$ cat src/rtl/fifo_rd_arb_if.sv
// Read-side bundle between the per-channel FIFO read ports, the arbiter and the consumer.
// Carries the per-channel empty/data/pop signals and the tagged valid/ready output word.
// master: the arbiter side (drives rinc and the m_* word); slave: the FIFOs plus consumer.
interface fifo_rd_arb_if #(
    parameter int NCH   = 4,
    parameter int DSIZE = 8
);
    localparam int CW = $clog2(NCH);

    logic [NCH-1:0]       rempty;   // per-channel empty flag, rclk domain
    logic [NCH*DSIZE-1:0] rdata;    // channel i at [i*DSIZE +: DSIZE]
    logic [NCH-1:0]       rinc;     // per-channel pop strobe, one-hot or zero
    logic                 m_valid;  // output word valid
    logic                 m_ready;  // consumer accepts word
    logic [DSIZE-1:0]     m_data;   // output word
    logic [CW-1:0]        m_ch;     // source channel of m_data

    modport master (
        input  rempty, rdata, m_ready,
        output rinc, m_valid, m_data, m_ch
    );

    modport slave (
        output rempty, rdata, m_ready,
        input  rinc, m_valid, m_data, m_ch
    );
endinterface

$ cat src/rtl/fifo_rd_arb.sv
// Round-robin read arbiter: pops up to BURST words per grant from NCH FIFOs into one tagged output register.
// Latency: 2 rclk edges from rempty falling (in IDLE) to m_valid; 1 word/cycle inside a grant, 1 bubble per grant change.
// Backpressure: no pop while the output register is full and m_ready=0; the held word stays stable until accepted.
//
// Ports: rclk, rrst_n (async active-low); bus (fifo_rd_arb_if.master): rempty/rdata in, rinc out,
//        m_valid/m_data/m_ch out, m_ready in.
// Optional build macro: FIFO_RD_ARB_FIXED_PRIO_EN selects lowest-index-first instead of round-robin.
module fifo_rd_arb #(
    parameter int NCH   = 4,
    parameter int DSIZE = 8,
    parameter int BURST = 4
) (
    input  logic           rclk,
    input  logic           rrst_n,
    fifo_rd_arb_if.master  bus
);
    localparam int CW = $clog2(NCH);
    localparam int BW = $clog2(BURST + 1);
    localparam logic [BW-1:0] BURST_C = BW'(BURST);

    typedef enum logic {
        IDLE  = 1'b0,
        GRANT = 1'b1
    } state_t;

    state_t           state;
    state_t           state_nxt;
    logic [CW-1:0]    gnt;
`ifndef FIFO_RD_ARB_FIXED_PRIO_EN
    logic [CW-1:0]    last;     // most recently granted channel; search starts after it
`endif
    logic [BW-1:0]    cnt;
    logic [BW-1:0]    cnt_nxt;
    logic             m_valid_q;
    logic [DSIZE-1:0] m_data_q;
    logic [CW-1:0]    m_ch_q;

    logic             found;
    logic [CW-1:0]    sel;
    logic             gnt_empty;
    logic             space;
    logic             pop;

    // Channel search used in IDLE.
    always_comb begin
        found = 1'b0;
        sel   = '0;
`ifdef FIFO_RD_ARB_FIXED_PRIO_EN
        for (int k = 0; k < NCH; k++) begin
            if (!found && !bus.rempty[k]) begin
                found = 1'b1;
                sel   = CW'(k);
            end
        end
`else
        // Offsets 1..NCH so the last granted channel is considered last.
        for (int k = 1; k <= NCH; k++) begin
            if (!found && !bus.rempty[(int'(last) + k) % NCH]) begin
                found = 1'b1;
                sel   = CW'((int'(last) + k) % NCH);
            end
        end
`endif
    end

    assign gnt_empty = bus.rempty[gnt];
    assign space     = ~m_valid_q | bus.m_ready;
    assign pop       = (state == GRANT) && !gnt_empty && space && (cnt < BURST_C);
    assign cnt_nxt   = cnt + BW'(pop);

    // Next state and the combinational pop strobe.
    always_comb begin
        state_nxt = state;
        bus.rinc  = '0;
        if (pop) begin
            bus.rinc[gnt] = 1'b1;
        end
        case (state)
            IDLE: begin
                if (found) begin
                    state_nxt = GRANT;
                end
            end
            GRANT: begin
                // Leaving on the BURST-th pop edge saves a cycle per full burst.
                if (gnt_empty || (cnt_nxt == BURST_C)) begin
                    state_nxt = IDLE;
                end
            end
            default: state_nxt = IDLE;
        endcase
    end

    always_ff @(posedge rclk or negedge rrst_n) begin
        if (!rrst_n) begin
            state     <= IDLE;
            gnt       <= '0;
`ifndef FIFO_RD_ARB_FIXED_PRIO_EN
            last      <= CW'(NCH - 1);
`endif
            cnt       <= '0;
            m_valid_q <= 1'b0;
            m_data_q  <= '0;
            m_ch_q    <= '0;
        end else begin
            state <= state_nxt;
            if (state == IDLE) begin
                if (found) begin
                    gnt  <= sel;
`ifndef FIFO_RD_ARB_FIXED_PRIO_EN
                    last <= sel;
`endif
                    cnt  <= '0;
                end
            end else begin
                cnt <= cnt_nxt;
            end

            // A pop overwrites the register even when the old word is accepted the same cycle.
            if (pop) begin
                m_data_q  <= bus.rdata[int'(gnt) * DSIZE +: DSIZE];
                m_ch_q    <= gnt;
                m_valid_q <= 1'b1;
            end else if (m_valid_q && bus.m_ready) begin
                m_valid_q <= 1'b0;
            end
        end
    end

    assign bus.m_valid = m_valid_q;
    assign bus.m_data  = m_data_q;
    assign bus.m_ch    = m_ch_q;
endmodule
$ cat src/flat_wrapper.sv
// flat-port wrapper written by rule: the top's interface ports become plain ports
module fifo_rd_arb_flat 
#(
    parameter int NCH   = 4,
    parameter int DSIZE = 8,
    parameter int BURST = 4
)
  (rclk, rrst_n, bus_rempty, bus_rdata, bus_m_ready, bus_rinc, bus_m_valid, bus_m_data, bus_m_ch);
  fifo_rd_arb_if #(.NCH(NCH), .DSIZE(DSIZE)) bus_i ();
  input  logic rclk;
  input  logic rrst_n;
  input wire logic [$bits(bus_i.rempty)-1:0] bus_rempty;
  input wire logic [$bits(bus_i.rdata)-1:0] bus_rdata;
  input wire logic [$bits(bus_i.m_ready)-1:0] bus_m_ready;
  output wire logic [$bits(bus_i.rinc)-1:0] bus_rinc;
  output wire logic [$bits(bus_i.m_valid)-1:0] bus_m_valid;
  output wire logic [$bits(bus_i.m_data)-1:0] bus_m_data;
  output wire logic [$bits(bus_i.m_ch)-1:0] bus_m_ch;
  assign bus_i.rempty = bus_rempty;
  assign bus_i.rdata = bus_rdata;
  assign bus_i.m_ready = bus_m_ready;
  assign bus_rinc = bus_i.rinc;
  assign bus_m_valid = bus_i.m_valid;
  assign bus_m_data = bus_i.m_data;
  assign bus_m_ch = bus_i.m_ch;
  fifo_rd_arb #(.NCH(NCH), .DSIZE(DSIZE), .BURST(BURST)) u_core (.rclk(rclk), .rrst_n(rrst_n), .bus(bus_i));
endmodule
$ cat config.mk
export PLATFORM = sky130hd
export DESIGN_NAME = fifo_rd_arb_flat
export DESIGN_NICKNAME = d
export VERILOG_FILES = /design/src/rtl/fifo_rd_arb_if.sv /design/src/rtl/fifo_rd_arb.sv /design/src/flat_wrapper.sv
export SDC_FILE = /design/constraint.sdc
export NUM_CORES = 1
export LEC_CHECK = 0
export CORE_MARGIN = 1.5
export CORE_UTILIZATION = 35
export DETAILED_ROUTE_END_ITERATION = 6
export PLACE_DENSITY_LB_ADDON = 0.3
export SETUP_SLACK_MARGIN = 0.1
export SKIP_LAST_GASP = 1
export SLEW_MARGIN = 40
export SYNTH_ARGS = -nofsm -noshare
export SYNTH_HDL_FRONTEND = slang
export SYNTH_SLANG_ARGS = --single-unit
$ cat constraint.sdc
create_clock -name rclk -period 2.15 [get_ports rclk]
set_clock_uncertainty 0.1 [all_clocks]
set_input_delay 0.43 -clock rclk [delete_from_list [all_inputs] [get_ports rclk]]
set_output_delay 0.43 -clock rclk [all_outputs]
set_load 0.005 [all_outputs]
==> results.md <==
- Hold Vio Cnt, Final: 0
- FF-to-FF setup slack: ~0.06 ns
- Post-Syn Instances: 85
- Ratio of cells with drive above 1 in the final layout: 0.3889
- Reg power frac: 0.291
- Post-placement cell area: 1842 um^2
- Worst path cell trace: and2_4 > a2111oi_4 > nand3b_1 > buf_4 > nor2_2 > buf_2
- Worst Tran Pin Value: ~0.36 ns
- Synth Flop Type: dfrtp_1
- Crit-path max FO: 5
- Critical Path Max Stage Delay: 0.46 ns
- Post-synth ARST share: 1.000
- CP arrival: roughly 1.7 ns
- Largest net degree at the start of global routing: 20
- Antenna fix cells: 0
- Vias: about 1.0k
- Setup TNS: -0.1055 ns
- Sequential element share of the synthesized area: 0.4263
- Peak supply drop: approximately 0.00065 V
- Final core occ: 0.6418
- Sw frac: 0.3314
- First-pass GRT wire length: roughly 4.7 mm
- Max Clock Freq: 450.2 MHz
- Leakage: 0.8591 nW
- Net Count, Synth: approximately 130
- Remaining Overflow, GRT: 0
- Crit path launch type: flop
- Avg Cell Area, Syn: 13.19 um^2
- Hold/Removal Path Class: in -> async
- Max Slew Vio Count: 0
- Max Cap Viol: 0
- Synth warn: 0
- Initial Util: 0.3672
- Port Buffers: 53
- Placed Instances: slightly below 200
- Syn Std Cell Area: between 1000 and 1500 um^2
- 1st-iter DRT viols: 26
- Wire per inst: about 15 um
- # DRC: 0
- Period utilization: 1.033
- #FFs+latches synth: 19
- FILL cells: about 260
- Crit end category: output pin
- Root Driver: clkbuf_4
- Clk buf depth: 2
- Fin nets: approximately 200
- Sequential cell area: 479.2 um^2
- Rows: 20
- Fin worst setup slack: -0.07133 ns
- Routed WL: between 3 and 4 mm
- Crit-path slowest cell: dfrtp_2
- Layout area overhead: 74.78%
- Setup violations, final: 2
- Via/cell ratio: between 5 and 6
- Hold-fix buffers, CTS: 0
- Overall Power: 2.339 mW
- Worst-path clk slew: 0.11 ns
- Number of global-route vias before repair: 1042
- R2R Path Start: u_core.gnt[1]
- Clock sink count: 19
- Die Ht: just under 60 um
- Unrepaired setup endpoints after global routing: true
- Data required time of the critical path: about 1.6 ns
- Run status: finished, violations left
- CORE AREA: 3053 um^2
- IO Pins: 54
- Htree depth: 1
- Net Sw Power: about 0.78 mW
- Setup crit start: u_core.gnt[1]
- Initial antenna violation count: 0
- Pwr Density: between 1000 and 1500 nW/um^2
- Worst skew pair latency: 0.31 ns
- Yosys cell types: 33
- Die extent in x: 59.60 um
- Rel. slew slack: 0.7596
- Num CTS Buffers: 3
- Clock network fraction of total power: 0.080
- Post-synth EDFFs: 0
- Global Route Usage Sum: 0.1761
- Failing checks: setup timing
- Antenna Violating Nets Remaining: 0
- Comb pwr share: 0.629
- Crit Path Category: reg -> out
- Die ar.: ~3600 um^2
- Post-route cell area: about 2000 um^2
- 1st-pass router iterations: 4
- Multi-input gate area: 676.9 um^2
- Internal: 1.564 mW
- Placer Congestion: ~0.81
- TritonCTS clock tree: done
- Final cell count without fillers: approximately 210
- Crit path time final: 2.221 ns
## Yosys cell counts, drive strengths merged (2+ instances only)
cell   count  area (um^2)
ha         2        25.02
mux4       8        180.2
inv        7        26.28
o21a       2        15.01
and2       4        25.02
mux2       9        127.6
nor2       4        15.01
dfstp      2        52.55
a21o       3        22.52
dfrtp     17        425.4
a22o       2        17.52
and3       2        12.51
buf        2        16.26
nand2      4        15.01
o21ai      4        23.77
## routing by layer
metal | up-vias | part of all wire | global-route usage
li1 | 477 | - | -
met4 | 0 | 0.014 | 0.07937
met2 | 43 | 0.50 | 0.2889
met5 | - | 0 | 0
met3 | 5 | 0.10 | 0.03930
met1 | 506 | 0.39 | 0.2207
## power groups by stage
stage / combinational [mW] / clock (mW) / sequential (mW)
2_1_floorplan: 0.791 / 0 / 0.682
3_3_place_gp: 1.32 / 0 / 0.678
3_5_place_dp: 1.35 / 0 / 0.687
4_1_cts: 1.45 / 0.194 / 0.675
5_1_grt: 1.59 / 0.211 / 0.707
6_report: 1.47 / 0.188 / 0.680
## path summary, 6_finish.rpt
kind	end	depth (start not counted)
max	bus_rinc[2]	6
min	u_core.bus.m_data[6]	2
max reg2reg	u_core.state	10
min reg2reg	u_core.bus.m_ch[0]	1
max in group asynchronous	u_core.last[1]	2
min in group rclk	u_core.bus.m_valid	2
## stage by stage
stage / hold WS, ns / setup slack (ns)
CTS: 0.3158 / -0.04764
global placement: 0.3644 / -0.4265
floorplan: 0.03441 / 0.07206
finish: 0.3371 / -0.07133
global route: 0.3246 / -0.1719
detailed placement: 0.3646 / -0.4413
## area by class of cell
class | count | area share
clock buffers | 4 | 0.01341
inverters | 7 | 0.01469
well taps | 44 | 0.02810
flip-flops and latches | 19 | 0.2446
repair buffers | 76 | 0.3538
multi-input cells | 56 | 0.3455
## logic make-up after synthesis
kind of cell               Yosys count  share of synthesized area
and+or+nand+nor                     16                    0.07254
adders and majority gates            2                    0.02232
AOI/OAI and AO/OA                   19                     0.1462
DFF                                 19                     0.4263
xor gates and xnor gates             1                   0.007814
buffers and inverters               10                    0.04129
muxes                               18                     0.2835
## worst max-delay path, delay by kind of cell, from the launching register on
kind,cells,cell delay (ns)
simple gates,3,0.43
buf+inv,2,0.28
flops,1,0.46
compound gates,1,0.21
## what timing repair did
action | 4_1_cts | 5_1_grt
setup buffers | 8 | 1
setup endpoints to repair | 6 | 5
pin swaps | 14 | 7
cloned | 0 | 0
resized for setup | 29 | 5
## cell usage in the layout (no fill, tap or decap), types with 3 or more instances in the layout
cell type | netlist | routed
dfrtp_1 | 17 | 16
and2_4 | 0 | 3
inv_1 | 5 | 5
buf_6 | 1 | 3
a21o_1 | 3 | 3
clkbuf_4 | 0 | 3
nand2_1 | 4 | 4
mux2_4 | 7 | 7
dlygate4sd2_1 | 0 | 5
mux4_2 | 8 | 8
buf_4 | 0 | 22
clkdlybuf4s50_1 | 0 | 44
## state kept, by name, summed over array words and instances (netlist names)
| name | count |
|---|---|
| u_core.gnt | 2 |
| u_core.bus.m_ch | 2 |
| u_core.state | 1 |
| u_core.last | 2 |
| u_core.bus.m_data | 8 |
| u_core.cnt | 3 |
| u_core.bus.m_valid | 1 |
No activity file was read; power rests on OpenSTA's default activity.
